==> config.mk <==
export PLATFORM = sky130hd
export DESIGN_NAME = traffic_light_monitor_flat
export DESIGN_NICKNAME = d
export VERILOG_FILES = /design/src/rtl/traffic_light_monitor_if.sv /design/src/rtl/traffic_light_monitor.sv /design/src/flat_wrapper.sv
export SDC_FILE = /design/constraint.sdc
export NUM_CORES = 1
export LEC_CHECK = 0
export ABC_AREA = 1
export CAP_MARGIN = 20
export CORE_MARGIN = 2
export CORE_UTILIZATION = 46
export CTS_CLUSTER_DIAMETER = 30
export DETAILED_ROUTE_END_ITERATION = 16
export PLACE_DENSITY = 0.79
export SLEW_MARGIN = 40
export SYNTH_ARGS = -nofsm -noshare
export SYNTH_HDL_FRONTEND = slang
export SYNTH_SLANG_ARGS = --single-unit
==> constraint.sdc <==
create_clock -name clock -period 1.55 [get_ports clock]
set_clock_uncertainty 0.15 [all_clocks]
set_input_delay 0.2325 -clock clock [delete_from_list [all_inputs] [get_ports clock]]
set_output_delay 0.2325 -clock clock [all_outputs]
set_load 0.02 [all_outputs]
==> src/rtl/traffic_light_monitor_if.sv <==
// Lamp inputs, time base and status outputs of the traffic light monitor.
interface traffic_light_monitor_if #(
    parameter int unsigned TICK_W = 4
);
    logic              tick;
    logic              main_r;
    logic              main_y;
    logic              main_g;
    logic              side_r;
    logic              side_y;
    logic              side_g;
    logic              clear_err;
    logic [2:0]        phase_code;
    logic              phase_change;
    logic [TICK_W-1:0] last_duration;
    logic              walk_active;
    logic              err_lamp;
    logic              err_sequence;
    logic              err_timing;

    // Side that drives the lamps and observes the status.
    modport master (
        output tick, main_r, main_y, main_g, side_r, side_y, side_g, clear_err,
        input  phase_code, phase_change, last_duration, walk_active,
        input  err_lamp, err_sequence, err_timing
    );

    // The monitor itself.
    modport slave (
        input  tick, main_r, main_y, main_g, side_r, side_y, side_g, clear_err,
        output phase_code, phase_change, last_duration, walk_active,
        output err_lamp, err_sequence, err_timing
    );
endinterface

==> src/rtl/traffic_light_monitor.sv <==
// Receive-side checker for the six intersection lamps: decodes the lamps into a
// phase, times each phase in ticks and raises sticky error flags.
module traffic_light_monitor #(
    parameter int unsigned TICK_W     = 4,
    parameter int unsigned MIN_GREEN  = 3,
    parameter int unsigned MIN_YELLOW = 2
) (
    input logic                    clock,
    input logic                    reset,
    traffic_light_monitor_if.slave bus
);
    typedef enum logic [2:0] {
        PhDark    = 3'd0,
        PhMg      = 3'd1,
        PhMy      = 3'd2,
        PhAr      = 3'd3,
        PhSg      = 3'd4,
        PhSy      = 3'd5,
        PhIllegal = 3'd7
    } phase_e;

    localparam logic [TICK_W-1:0] CntMax    = {TICK_W{1'b1}};
    localparam logic [TICK_W-1:0] MinGreen  = TICK_W'(MIN_GREEN);
    localparam logic [TICK_W-1:0] MinYellow = TICK_W'(MIN_YELLOW);

    logic [5:0]        lamp_q;
    phase_e            lamp_phase;
    phase_e            phase_q, phase_d;
    logic [TICK_W-1:0] count_q, count_d;
    logic [TICK_W-1:0] last_q, last_d;
    logic              change_q, change_d;
    logic              walk_q, walk_d;
    logic              err_lamp_q, err_lamp_d;
    logic              err_seq_q, err_seq_d;
    logic              err_time_q, err_time_d;
    logic              set_lamp, set_seq, set_time;

    // Lamp order {main_r, main_y, main_g, side_r, side_y, side_g}.
    function automatic phase_e decode(input logic [5:0] lamps);
        phase_e ph;
        case (lamps)
            6'b000_000: ph = PhDark;
            6'b001_100: ph = PhMg;
            6'b010_100: ph = PhMy;
            6'b100_100: ph = PhAr;
            6'b100_001: ph = PhSg;
            6'b100_010: ph = PhSy;
            default:    ph = PhIllegal;
        endcase
        return ph;
    endfunction

    function automatic logic legal_step(input phase_e cur, input phase_e nxt);
        logic ok;
        ok = 1'b0;
        if (nxt == PhDark) begin
            ok = 1'b1;
        end else begin
            case (cur)
                PhDark:  ok = (nxt == PhMg);
                PhMg:    ok = (nxt == PhMy);
                PhMy:    ok = (nxt == PhAr) || (nxt == PhSg);
                PhAr:    ok = (nxt == PhSg);
                PhSg:    ok = (nxt == PhSy);
                PhSy:    ok = (nxt == PhMg);
                default: ok = 1'b0;
            endcase
        end
        return ok;
    endfunction

    // Stage 1: capture the raw lamps.
    always_ff @(posedge clock or negedge reset) begin
        if (!reset) begin
            lamp_q <= '0;
        end else begin
            lamp_q <= {bus.main_r, bus.main_y, bus.main_g, bus.side_r, bus.side_y, bus.side_g};
        end
    end

    // Stage 2 next state: phase change detection, duration timing and error flags.
    always_comb begin
        lamp_phase = decode(lamp_q);
        phase_d    = lamp_phase;
        count_d    = count_q;
        last_d     = last_q;
        change_d   = 1'b0;
        set_lamp   = 1'b0;
        set_seq    = 1'b0;
        set_time   = 1'b0;
        if (lamp_phase != phase_q) begin
            change_d = 1'b1;
            last_d   = count_q;
            // A tick in the change cycle already belongs to the new phase.
            count_d  = bus.tick ? TICK_W'(1) : '0;
            if (lamp_phase == PhIllegal || phase_q == PhIllegal) begin
                set_lamp = 1'b1;
            end else if (!legal_step(phase_q, lamp_phase)) begin
                set_seq = 1'b1;
            end
            case (phase_q)
                PhMg, PhSg: set_time = (count_q < MinGreen);
                PhMy, PhSy: set_time = (count_q < MinYellow);
                default:    set_time = 1'b0;
            endcase
        end else if (bus.tick && count_q != CntMax) begin
            count_d = count_q + 1'b1;
        end
        walk_d     = (phase_d == PhAr);
        // Set wins over a simultaneous clear.
        err_lamp_d = set_lamp | (err_lamp_q & ~bus.clear_err);
        err_seq_d  = set_seq  | (err_seq_q  & ~bus.clear_err);
        err_time_d = set_time | (err_time_q & ~bus.clear_err);
    end

    // Stage 2 state register; every output comes straight from here.
    always_ff @(posedge clock or negedge reset) begin
        if (!reset) begin
            phase_q    <= PhDark;
            count_q    <= '0;
            last_q     <= '0;
            change_q   <= 1'b0;
            walk_q     <= 1'b0;
            err_lamp_q <= 1'b0;
            err_seq_q  <= 1'b0;
            err_time_q <= 1'b0;
        end else begin
            phase_q    <= phase_d;
            count_q    <= count_d;
            last_q     <= last_d;
            change_q   <= change_d;
            walk_q     <= walk_d;
            err_lamp_q <= err_lamp_d;
            err_seq_q  <= err_seq_d;
            err_time_q <= err_time_d;
        end
    end

    assign bus.phase_code    = phase_q;
    assign bus.phase_change  = change_q;
    assign bus.last_duration = last_q;
    assign bus.walk_active   = walk_q;
    assign bus.err_lamp      = err_lamp_q;
    assign bus.err_sequence  = err_seq_q;
    assign bus.err_timing    = err_time_q;
endmodule

==> src/flat_wrapper.sv <==
// flat-port wrapper written by rule: the top's interface ports become plain ports
module traffic_light_monitor_flat 
#(
    parameter int unsigned TICK_W     = 4,
    parameter int unsigned MIN_GREEN  = 3,
    parameter int unsigned MIN_YELLOW = 2
)
  (clock, reset, bus_tick, bus_main_r, bus_main_y, bus_main_g, bus_side_r, bus_side_y, bus_side_g, bus_clear_err, bus_phase_code, bus_phase_change, bus_last_duration, bus_walk_active, bus_err_lamp, bus_err_sequence, bus_err_timing);
  traffic_light_monitor_if #(.TICK_W(TICK_W)) bus_i ();
  input logic clock;
  input logic reset;
  input wire logic [$bits(bus_i.tick)-1:0] bus_tick;
  input wire logic [$bits(bus_i.main_r)-1:0] bus_main_r;
  input wire logic [$bits(bus_i.main_y)-1:0] bus_main_y;
  input wire logic [$bits(bus_i.main_g)-1:0] bus_main_g;
  input wire logic [$bits(bus_i.side_r)-1:0] bus_side_r;
  input wire logic [$bits(bus_i.side_y)-1:0] bus_side_y;
  input wire logic [$bits(bus_i.side_g)-1:0] bus_side_g;
  input wire logic [$bits(bus_i.clear_err)-1:0] bus_clear_err;
  output wire logic [$bits(bus_i.phase_code)-1:0] bus_phase_code;
  output wire logic [$bits(bus_i.phase_change)-1:0] bus_phase_change;
  output wire logic [$bits(bus_i.last_duration)-1:0] bus_last_duration;
  output wire logic [$bits(bus_i.walk_active)-1:0] bus_walk_active;
  output wire logic [$bits(bus_i.err_lamp)-1:0] bus_err_lamp;
  output wire logic [$bits(bus_i.err_sequence)-1:0] bus_err_sequence;
  output wire logic [$bits(bus_i.err_timing)-1:0] bus_err_timing;
  assign bus_i.tick = bus_tick;
  assign bus_i.main_r = bus_main_r;
  assign bus_i.main_y = bus_main_y;
  assign bus_i.main_g = bus_main_g;
  assign bus_i.side_r = bus_side_r;
  assign bus_i.side_y = bus_side_y;
  assign bus_i.side_g = bus_side_g;
  assign bus_i.clear_err = bus_clear_err;
  assign bus_phase_code = bus_i.phase_code;
  assign bus_phase_change = bus_i.phase_change;
  assign bus_last_duration = bus_i.last_duration;
  assign bus_walk_active = bus_i.walk_active;
  assign bus_err_lamp = bus_i.err_lamp;
  assign bus_err_sequence = bus_i.err_sequence;
  assign bus_err_timing = bus_i.err_timing;
  traffic_light_monitor #(.TICK_W(TICK_W), .MIN_GREEN(MIN_GREEN), .MIN_YELLOW(MIN_YELLOW)) u_core (.clock(clock), .reset(reset), .bus(bus_i));
endmodule
Word level (Yosys, flattened, before mapping)
Index checks and enable logic that the tools add are counted.
- output and inout port bits: 12
- bits in registers: 22
- input port bits: 10
- logic and storage cells: 64
- magnitude comparators: 2
- reduce and logical (&&, ||, !) cells: 10
- multiplexer cells: 16
- equality and inequality tests: 19
- add/sub/neg operators: 1
- bitwise operators: 7
- operator list (operator ; count):
    $eq 3x3->1 const B ; 6
    $eq 6x6->1 const B ; 3
    $pmux 3 s6 ; 1
    $eq 3x2->1 const B ; 4
    $mux 1 ; 11
    $lt 4x2->1 const B ; 2
    $mux 4 ; 2
    $eq 3x1->1 const B ; 2
    $eq 6x4->1 const B ; 1
    $eq 6x5->1 const B ; 1
    $logic_not 3->1 ; 2
    $logic_not 6->1 ; 1
    $reduce_or 2->1 ; 3
    $pmux 1 s5 ; 1
    $add 4x1->4 const B ; 1
    $ne 4x4->1 const B ; 1
    $and 1x1->1 ; 3
    $ne 3x3->1 ; 1
    $or 1x1->1 ; 3
    $logic_or 1x1->1 ; 2
    $pmux 1 s2 ; 1
    $reduce_bool 2->1 ; 1
    $logic_and 1x1->1 ; 1
    $not 1->1 ; 1

Logic depth before layout (Yosys ltp)
Gate-level depths: netlist (run 1).
- depth after elaboration: 12
- depth in mapped cells: 12
- depth with buffers taken out: 11

Least setup slack after synthesis (run 1)
Ideal clock, no wire load.
- path kind: flip-flop to flip-flop
- start: register u_core.lamp_q[3]
- end: register u_core.err_seq_q (netlist: u_core.bus.err_sequence)
- library setup time: 117 ps
- arrival time: 1393 ps
- cell stages (with the launch flop): 10
- setup slack: -110 ps
- path buffers: 1
- period minus slack after synthesis: 1660 ps
- data required time: 1283 ps
- path through: dfrtp_1 > nor2_2 > nand3_2 > nand3_2 > nand3_1 > nand2_1 > nand3_4 > buf_8 > nand3_2 > nand2_1
- cells in the longest elaborated chain, start to end: 12
- elaborated cells on any way between the ends: 25
- those cells by class: eq/ne (12); mux (8); bitwise (1); reduce/logical (4)
- ends and longest elaborated chain (what ; line ; RTL):
    from (decl) ; traffic_light_monitor.sv:26 ; logic [5:0] lamp_q;
    from (signal assigned) ; traffic_light_monitor.sv:77 ; lamp_q <= {bus.main_r, bus.main_y, bus.main_g, bus.side_r, bus.side_y, bus.side_g};
    $eq 6x6->1 (tied with other cells) ; traffic_light_monitor.sv:41 ; case (lamps)
    $pmux 3 s6 * ; traffic_light_monitor.sv:41 ;
    $eq 3x2->1 / $eq 3x3->1 (equally long branches) ; traffic_light_monitor.sv:62, traffic_light_monitor.sv:63 ;
    $logic_or 1x1->1 ; traffic_light_monitor.sv:62 ; PhMy: ok = (nxt == PhAr) || (nxt == PhSg);
    $pmux 1 s5 ; traffic_light_monitor.sv:59 ; case (cur)
    $mux 1 ; traffic_light_monitor.sv:56 ; if (nxt == PhDark) begin
    $mux 1 ; traffic_light_monitor.sv:96 ; if (lamp_phase == PhIllegal || phase_q == PhIllegal) begin
    $mux 1 ; traffic_light_monitor.sv:91 ; if (lamp_phase != phase_q) begin
    $mux 1 ; traffic_light_monitor.sv:98 ; end else if (!legal_step(phase_q, lamp_phase)) begin
    $mux 1 ; traffic_light_monitor.sv:96 ;
    $mux 1 * ; traffic_light_monitor.sv:91 ;
    $or 1x1->1 * ; traffic_light_monitor.sv:112 ; err_seq_d = set_seq | (err_seq_q & ~bus.clear_err);
    net u_core.err_seq_d ; traffic_light_monitor.sv:34 ; logic err_seq_q, err_seq_d;
    to (signal assigned) ; traffic_light_monitor.sv:134 ; err_seq_q <= err_seq_d;
    to (decl) ; traffic_light_monitor.sv:34 ;
Mark *: on every way through the listed nets, which the timed path passes. The rest lies on a longest branch. The select of a mux whose other input is x is not followed.
A chain may end at the register's enable or synchronous reset.

Worst setup path in the final report (run 1)
- start: register u_core.lamp_q[4]
- end: register u_core.err_lamp_q (netlist: u_core.bus.err_lamp)
- cells in the longest elaborated chain, start to end: 7
- elaborated cells on any way between the ends: 13
- those cells by class: eq/ne (7); mux (3); bitwise (1); reduce/logical (2)
- ends and longest elaborated chain (what ; line ; RTL):
    $eq 6x6->1 (tied with other cells) ; traffic_light_monitor.sv:41 ;
    $pmux 3 s6 * ; traffic_light_monitor.sv:41 ;
    net u_core.lamp_phase[2] ; traffic_light_monitor.sv:27 ; phase_e lamp_phase;
    $eq 3x3->1 ; traffic_light_monitor.sv:96 ;
    $logic_or 1x1->1 ; traffic_light_monitor.sv:96 ;
    $mux 1 ; traffic_light_monitor.sv:96 ;
    $mux 1 * ; traffic_light_monitor.sv:91 ;
    $or 1x1->1 * ; traffic_light_monitor.sv:111 ; err_lamp_d = set_lamp | (err_lamp_q & ~bus.clear_err);
    net u_core.err_lamp_d ; traffic_light_monitor.sv:33 ; logic err_lamp_q, err_lamp_d;
    to (signal assigned) ; traffic_light_monitor.sv:133 ; err_lamp_q <= err_lamp_d;
    to (decl) ; traffic_light_monitor.sv:33 ;
Mark *: on every way through the listed nets, which the timed path passes. The rest lies on a longest branch.

==> results of run 1 <==
layout make-up:
type	instances	share of cell area
sequential	22	0.331
multi-input combinational	104	0.414
clock buffer	4	0.0215
tap	30	0.0223
timing repair buffer	31	0.162
inverter	22	0.0490
cells in the mapped netlist:
cell,number,share of area
sky130_fd_sc_hd__nand2_1,43,0.14
sky130_fd_sc_hd__dfrtp_1,22,0.47
sky130_fd_sc_hd__inv_1,20,0.063
sky130_fd_sc_hd__nand3_1,10,0.042
sky130_fd_sc_hd__nor2_1,10,0.032
sky130_fd_sc_hd__o21ai_0,8,0.034
sky130_fd_sc_hd__nor2_2,6,0.032
sky130_fd_sc_hd__o21ai_2,5,0.037
sky130_fd_sc_hd__nand3_2,4,0.034
sky130_fd_sc_hd__nand2_2,3,0.016
sky130_fd_sc_hd__xor2_1,3,0.022
sky130_fd_sc_hd__a21oi_1,2,0.0085
sky130_fd_sc_hd__inv_2,2,0.0063
sky130_fd_sc_hd__a21oi_2,1,0.0074
sky130_fd_sc_hd__and2_2,1,0.0063
sky130_fd_sc_hd__buf_8,1,0.013
sky130_fd_sc_hd__ha_1,1,0.011
sky130_fd_sc_hd__nand3_4,1,0.015
sky130_fd_sc_hd__nand4_1,1,0.0053
sky130_fd_sc_hd__nor2b_1,1,0.0053
sky130_fd_sc_hd__nor3_1,1,0.0042
sky130_fd_sc_hd__nor4_1,1,0.0053
through the flow:
| stage | total power [mW] | utilization |
|---|---|---|
| floorplan | 1.03 | - |
| global placement | 1.22 | 0.616 |
| detailed placement | 1.24 | 0.616 |
| CTS | 1.55 | 0.665 |
| global route | 1.67 | 0.686 |
| finish | 1.57 | 0.686 |
metal layers:
metal / up-vias / share of wire
met5: - / 0
met4: 0 / 0.027
met3: 9 / 0.052
met2: 39 / 0.50
met1: 523 / 0.42
li1: 540 / -
registers in the layout, indices dropped and copies added, names as in the netlist:
register and cells:
u_core.bus.err_lamp 1, u_core.bus.err_sequence 1, u_core.bus.err_timing 1, u_core.bus.last_duration 4, u_core.bus.phase_change 1, u_core.bus.phase_code 3, u_core.bus.walk_active 1, u_core.count_q 4
u_core.lamp_q 6
kinds of logic after synthesis:
family                     count (synthesis)  share of synthesized area
AOI/OAI and AO/OA                         16                     0.0867
adders and majority gates                  1                     0.0106
DFF                                       22                      0.465
buffers and inverters                     23                     0.0824
xor gates and xnor gates                   3                     0.0222
and+or+nand+nor                           82                      0.333
path summary, 6_finish.rpt:
path / to / slack [ns]
min reg2reg: u_core.bus.err_timing / 0.35
min in group clock: u_core.lamp_q[1] / 0.18
max: u_core.bus.err_lamp / -0.21
min: u_core.lamp_q[5] / 0.1
max reg2reg: u_core.bus.err_lamp / -0.21
max in group asynchronous: u_core.lamp_q[0] / 0.92
power breakdown:
group	leakage, nW	internal (mW)	switching, mW
Combinational	0.557	0.213	0.301
Clock	0.0210	0.144	0.180
Sequential	0.265	0.664	0.0695
timing repair:
action	CTS	global route
endpoints found under the hold margin	0	0
gates resized for setup	29	18
gates cloned	2	0
endpoints found under the setup margin	24	14
setup buffers	1	0
pin swaps	10	7
hold buffers	0	0
==> impl_metrics.toml, run 1 <==
[clock_tree]
h_tree_depth = 1
clock_insertion_delay_worst_skew_ns = 0.32
cts_tree = "built"
clock_path_buffers = 2
clk_transition_reported_paths_ns = 0.12
cts_buffers = 3
cts-root-buf = "sky130_fd_sc_hd__clkbuf_4"
cts.sinks = 22

[sta]
layout_worst_path_cycle_share = 1.13
worstMarginPinSlew_ns = 0.272
slew_headroom = 0.818
setup_viol = 12
final_hold_viol_count = 0
final_max_slew_viol_count = 0
period_minus_slack_ns = 1.76
rsz0062_at_grt = "true"
post-route-worst-setup-slack_ns = -0.206
holdWs_ns = 0.0998
tns_ns = -2.03
fmax_mhz = 570

[detailed_routing]
dr_total_vias = 1111
post_drt_via_cell_ratio = 5.22
route.detailed.wl_per_inst_um = 13.6
detailedRoute.firstPassIterationCount = 4
detail_route.wirelength_um = 2890
antenna_left = 0
drt-initial-drc-count = 43
drc = 0

[grt]
grt_pass1_vias = 1029
grt.total_usage = 0.218
maximum_number_of_pins_on_one_net_before_global_route_repair = 23
grt_pass1_wl_um = 4510
global_route.peak_usage_layer = "met2"
grt_antenna_before_repair = 0
global_route.overflow_total = 0
use_met1 = 0.273
global_route.usage.met3 = 0.0574
grt.met2_usage = 0.339

[power_and_ir_drop]
power-per-cell-area_nw_per_um2 = 933
vdd.ir_drop.worst_mv = 0.840
static-leakage-power_nw = 0.843

[critical_path]
worst-path-buf-inv = 1
cp-startpoint = "u_core.lamp_q[4]"
worst_ep_required_time_ns = 1.63
slowest_delay_ns = 0.44
cp_cell_sequence = "inv_1 -> nand2_1 -> nand2_2 -> nor2b_1 -> o21ai_2 -> nand2_1 -> nand2_4 -> nand3_4 -> nand2_2 -> nand2_1"
type_of_the_worst_setup_path = "flop to flop"
worst-path-max-fanout = 8
r2r_start = "u_core.lamp_q[4]"
r2r_cells = 10
critical_path.startpoint_type = "flop"
critical_path_top_delay_cell = "sky130_fd_sc_hd__dfrtp_1"
cp_num_cells = 10
critical-path-top-cell-by-count = "sky130_fd_sc_hd__nand2_1"
cp.arrival_ns = 1.83
critical-path-top-delay-family = "simple AND/OR/NAND/NOR gates"
nature_of_the_critical_path_endpoint = "flop"

[place]
sum_of_net_half_perimeters_after_detailed_placement_um = 1830
finalWeightedCongestion = 0.882
placement.io_buffers = 21
place_ws_ns = -0.268
post_dp_cell_area_um2 = 1510
placed_cells = 206

[floorplanning]
num_io_pins = 22
floorplan.core_area_um2 = 2450
floorplan.die.width_um = 54.7
rows = 18
starting_density_of_the_core = 0.482
die_height_um = 54.7
die-area_um2 = 2990

[final_layout]
final_cell_area_um2 = 1680
fin_cells = 213
multiInputGateArea_um2 = 697
seq_area_um2 = 558
layout.cells.most_common = "sky130_fd_sc_hd__nand2_1"
top_library_cells_by_usage_in_the_layout_fill_and_taps_aside = "36 x sky130_fd_sc_hd__nand2_1, 17 x sky130_fd_sc_hd__inv_1, 16 x sky130_fd_sc_hd__dfrtp_1"
drive_above_1_share = 0.344
insertedDiodeCount = 0
flow.area_growth_from_synthesis_pct = 42.3
fillerInstances = 196
final_net_count = 195

[logic_synthesis]
unique_cell_type_count_in_the_yosys_netlist = 22
synth.ff_latch_count = 22
synth_area_per_cell_um2 = 8.05
synth_area_um2 = 1180
synth_nets = 158
synth_seq_area_share = 0.465
postSynthCellCount = 147
yosys_warnings = 0

[run_status]
violated_checks = "negative setup slack"
outcome = "finished with violations"

[job]
drv.max_cap_violation_count = 0

[min_path]
min_delay_worst_type = "input pin to asynchronous set/reset pin"
(Power assumes the default switching activity.)
==> run 2, diff against run 1 <==
--- a/config.mk
+++ b/config.mk
@@ -8,11 +8,11 @@
 export ABC_AREA = 1
 export CAP_MARGIN = 20
 export CORE_MARGIN = 2
-export CORE_UTILIZATION = 46
+export CORE_UTILIZATION = 55
 export CTS_CLUSTER_DIAMETER = 30
 export DETAILED_ROUTE_END_ITERATION = 16
-export PLACE_DENSITY = 0.79
-export SLEW_MARGIN = 40
+export PLACE_DENSITY = 0.87
+export SLEW_MARGIN = 20
 export SYNTH_ARGS = -nofsm -noshare
 export SYNTH_HDL_FRONTEND = slang
 export SYNTH_SLANG_ARGS = --single-unit
==> constraint.sdc (replaced) <==
create_clock -name clock -period 2.2 [get_ports clock]
set_clock_uncertainty 0.15 [all_clocks]
set_input_delay 0.33 -clock clock [delete_from_list [all_inputs] [get_ports clock]]
set_output_delay 0.33 -clock clock [all_outputs]
set_load 0.02 [all_outputs]
==> impl_metrics.toml, run 2 (synthesized netlist as in run 1, its figures left out) <==
[critical_path]
worst_r2r_endpoint = "u_core.bus.last_duration[0]"
worst_ep_required_time_ns = 1.72
worst-path-max-fanout = 8
worst-path-buf-inv = 1
slowest_delay_ns = 0.66
critical_path.startpoint_type = "flop"
nature_of_the_critical_path_endpoint = "primary output"
r2r_start = "u_core.lamp_q[0]"
cp_cell_sequence = "clkdlybuf4s50_1"
cp.arrival_ns = 1.48
type_of_the_worst_setup_path = "flop to primary output"
r2r_cells = 8
critical_path_top_delay_cell = "sky130_fd_sc_hd__clkdlybuf4s50_1"
ff2ff_setup_slack_ns = 0.31
critical-path-top-delay-family = "buffers and inverters"

[final_layout]
flow.area_growth_from_synthesis_pct = 23.0
final_net_count = 184
largest-register = "u_core.lamp_q"
insertedDiodeCount = 0
top_library_cells_by_usage_in_the_layout_fill_and_taps_aside = "43 x sky130_fd_sc_hd__nand2_1, 22 x sky130_fd_sc_hd__dfrtp_1, 21 x sky130_fd_sc_hd__clkdlybuf4s50_1"
largest_reg_flops = 6
drive_above_1_share = 0.163
layout.cells.most_common = "sky130_fd_sc_hd__nand2_1"
final_cell_area_um2 = 1460

[sta]
setup_viol = 0
period_minus_slack_ns = 1.96
holdWs_ns = 0.191
slew_headroom = 0.761
worstMarginPinSlew_ns = 0.355
final_max_slew_viol_count = 0
post-route-worst-setup-slack_ns = 0.238
final_hold_viol_count = 0
fmax_mhz = 510
rsz0062_at_grt = "false"
tns_ns = 0
layout_worst_path_cycle_share = 0.892

[clock_tree]
post_cts_buffers = 0
clock_insertion_delay_worst_skew_ns = 0.31
cts_buffers = 3
cts.sinks = 22
h_tree_depth = 1
cts_hold_buf = 0
cts-root-buf = "sky130_fd_sc_hd__clkbuf_4"
clk_transition_reported_paths_ns = 0.12
clock_path_buffers = 2
ctsResizeCount = 0
cts_tree = "built"

[detailed_routing]
antenna_left = 0
detail_route.wirelength_um = 2340
drc = 0
post_drt_via_cell_ratio = 5.17
route.detailed.wl_per_inst_um = 11.8
dr_total_vias = 1028
detailedRoute.firstPassIterationCount = 5
drt-initial-drc-count = 22

[power_and_ir_drop]
internal-power_uw = 709
sequential_share_of_power = 0.495
p_sw_uw = 354
static-leakage-power_nw = 0.744
power.share.switching = 0.333
vdd.ir_drop.worst_mv = 0.520
share_clk_of_total_power = 0.215
power-per-cell-area_nw_per_um2 = 729
power.share.combinational = 0.290

[place]
finalWeightedCongestion = 0.892
post_dp_cell_area_um2 = 1420
placement.io_buffers = 21
place_ws_ns = 0.342
sum_of_net_half_perimeters_after_detailed_placement_um = 1760

[floorplanning]
floorplan.die.width_um = 50.4
floorplan.core_area_um2 = 2000
rows = 16
die-area_um2 = 2540
num_io_pins = 22
die_height_um = 50.4
starting_density_of_the_core = 0.591

[grt]
grt_pass1_wl_um = 4070
maximum_number_of_pins_on_one_net_before_global_route_repair = 23
grt_pass1_vias = 1021
global_route.overflow_total = 0
grt_antenna_before_repair = 0
grt.total_usage = 0.209

[job]
drv.max_cap_violation_count = 0

[min_path]
min_delay_worst_type = "input pin to asynchronous set/reset pin"

[run_status]
outcome = "finished, final reports clean"
[run 2: cell types whose count changed in the layout (fill, tap and decap cells not counted), moves of 6 or more]
cell | previous run | this run
sky130_fd_sc_hd__buf_4 | 10 | 1
sky130_fd_sc_hd__dfrtp_1 | 16 | 22
sky130_fd_sc_hd__dlygate4sd2_1 | 10 | 0
sky130_fd_sc_hd__nand3_4 | 7 | 1
sky130_fd_sc_hd__clkdlybuf4s50_1 | 9 | 21
sky130_fd_sc_hd__dfrtp_2 | 6 | 0
sky130_fd_sc_hd__nand2_1 | 36 | 43
[run 2: layout make-up]
class / count / area, µm²
Tap cell: 27 / 33.8
Sequential cell: 22 / 551
Fill cell: 157 / 546
Multi-Input combinational cell: 102 / 536
Inverter: 22 / 82.6
Clock buffer: 4 / 36.3
Timing Repair Buffer: 22 / 218
[run 2: through the flow]
| stage | util | std cells | power [mW] |
|---|---|---|---|
| floorplan | - | 147 | 0.719 |
| global placement | 0.709 | 195 | 0.828 |
| detailed placement | 0.709 | 195 | 0.844 |
| CTS | 0.728 | 199 | 1.07 |
| global route | 0.728 | 199 | 1.12 |
| finish | 0.728 | 199 | 1.06 |
[run 2: how the worst max path moves through the flow]
stage / start / to / slack [ns] / depth (start not counted)
final: u_core.bus.phase_code[1] / bus_phase_code[1] / 0.24 / 1
after global routing: u_core.lamp_q[4] / u_core.bus.last_duration[0] / 0.15 / 10
after CTS: u_core.bus.phase_code[2] / bus_phase_code[2] / 0.25 / 1
after detailed placement: u_core.lamp_q[0] / u_core.bus.last_duration[0] / 0.34 / 8
after global placement: u_core.lamp_q[3] / u_core.bus.last_duration[0] / 0.39 / 8
after floorplan: u_core.lamp_q[3] / u_core.bus.err_sequence / 0.54 / 9
[run 2: power by group through the flow]
stage	Combinational (mW)	Clock, mW	Sequential (mW)
after floorplan	0.150	0	0.568
after global placement	0.301	0	0.527
after detailed placement	0.309	0	0.535
after CTS	0.313	0.229	0.526
after global routing	0.339	0.242	0.538
final	0.308	0.229	0.526
[run 2: layer usage]
metal / vias up / part of all wire / GRT usage
met5: - / 0 / 0
met4: 0 / 0.027 / 0.0856
met3: 10 / 0.062 / 0.0417
met2: 31 / 0.52 / 0.364
met1: 479 / 0.39 / 0.253
li1: 508 / - / -
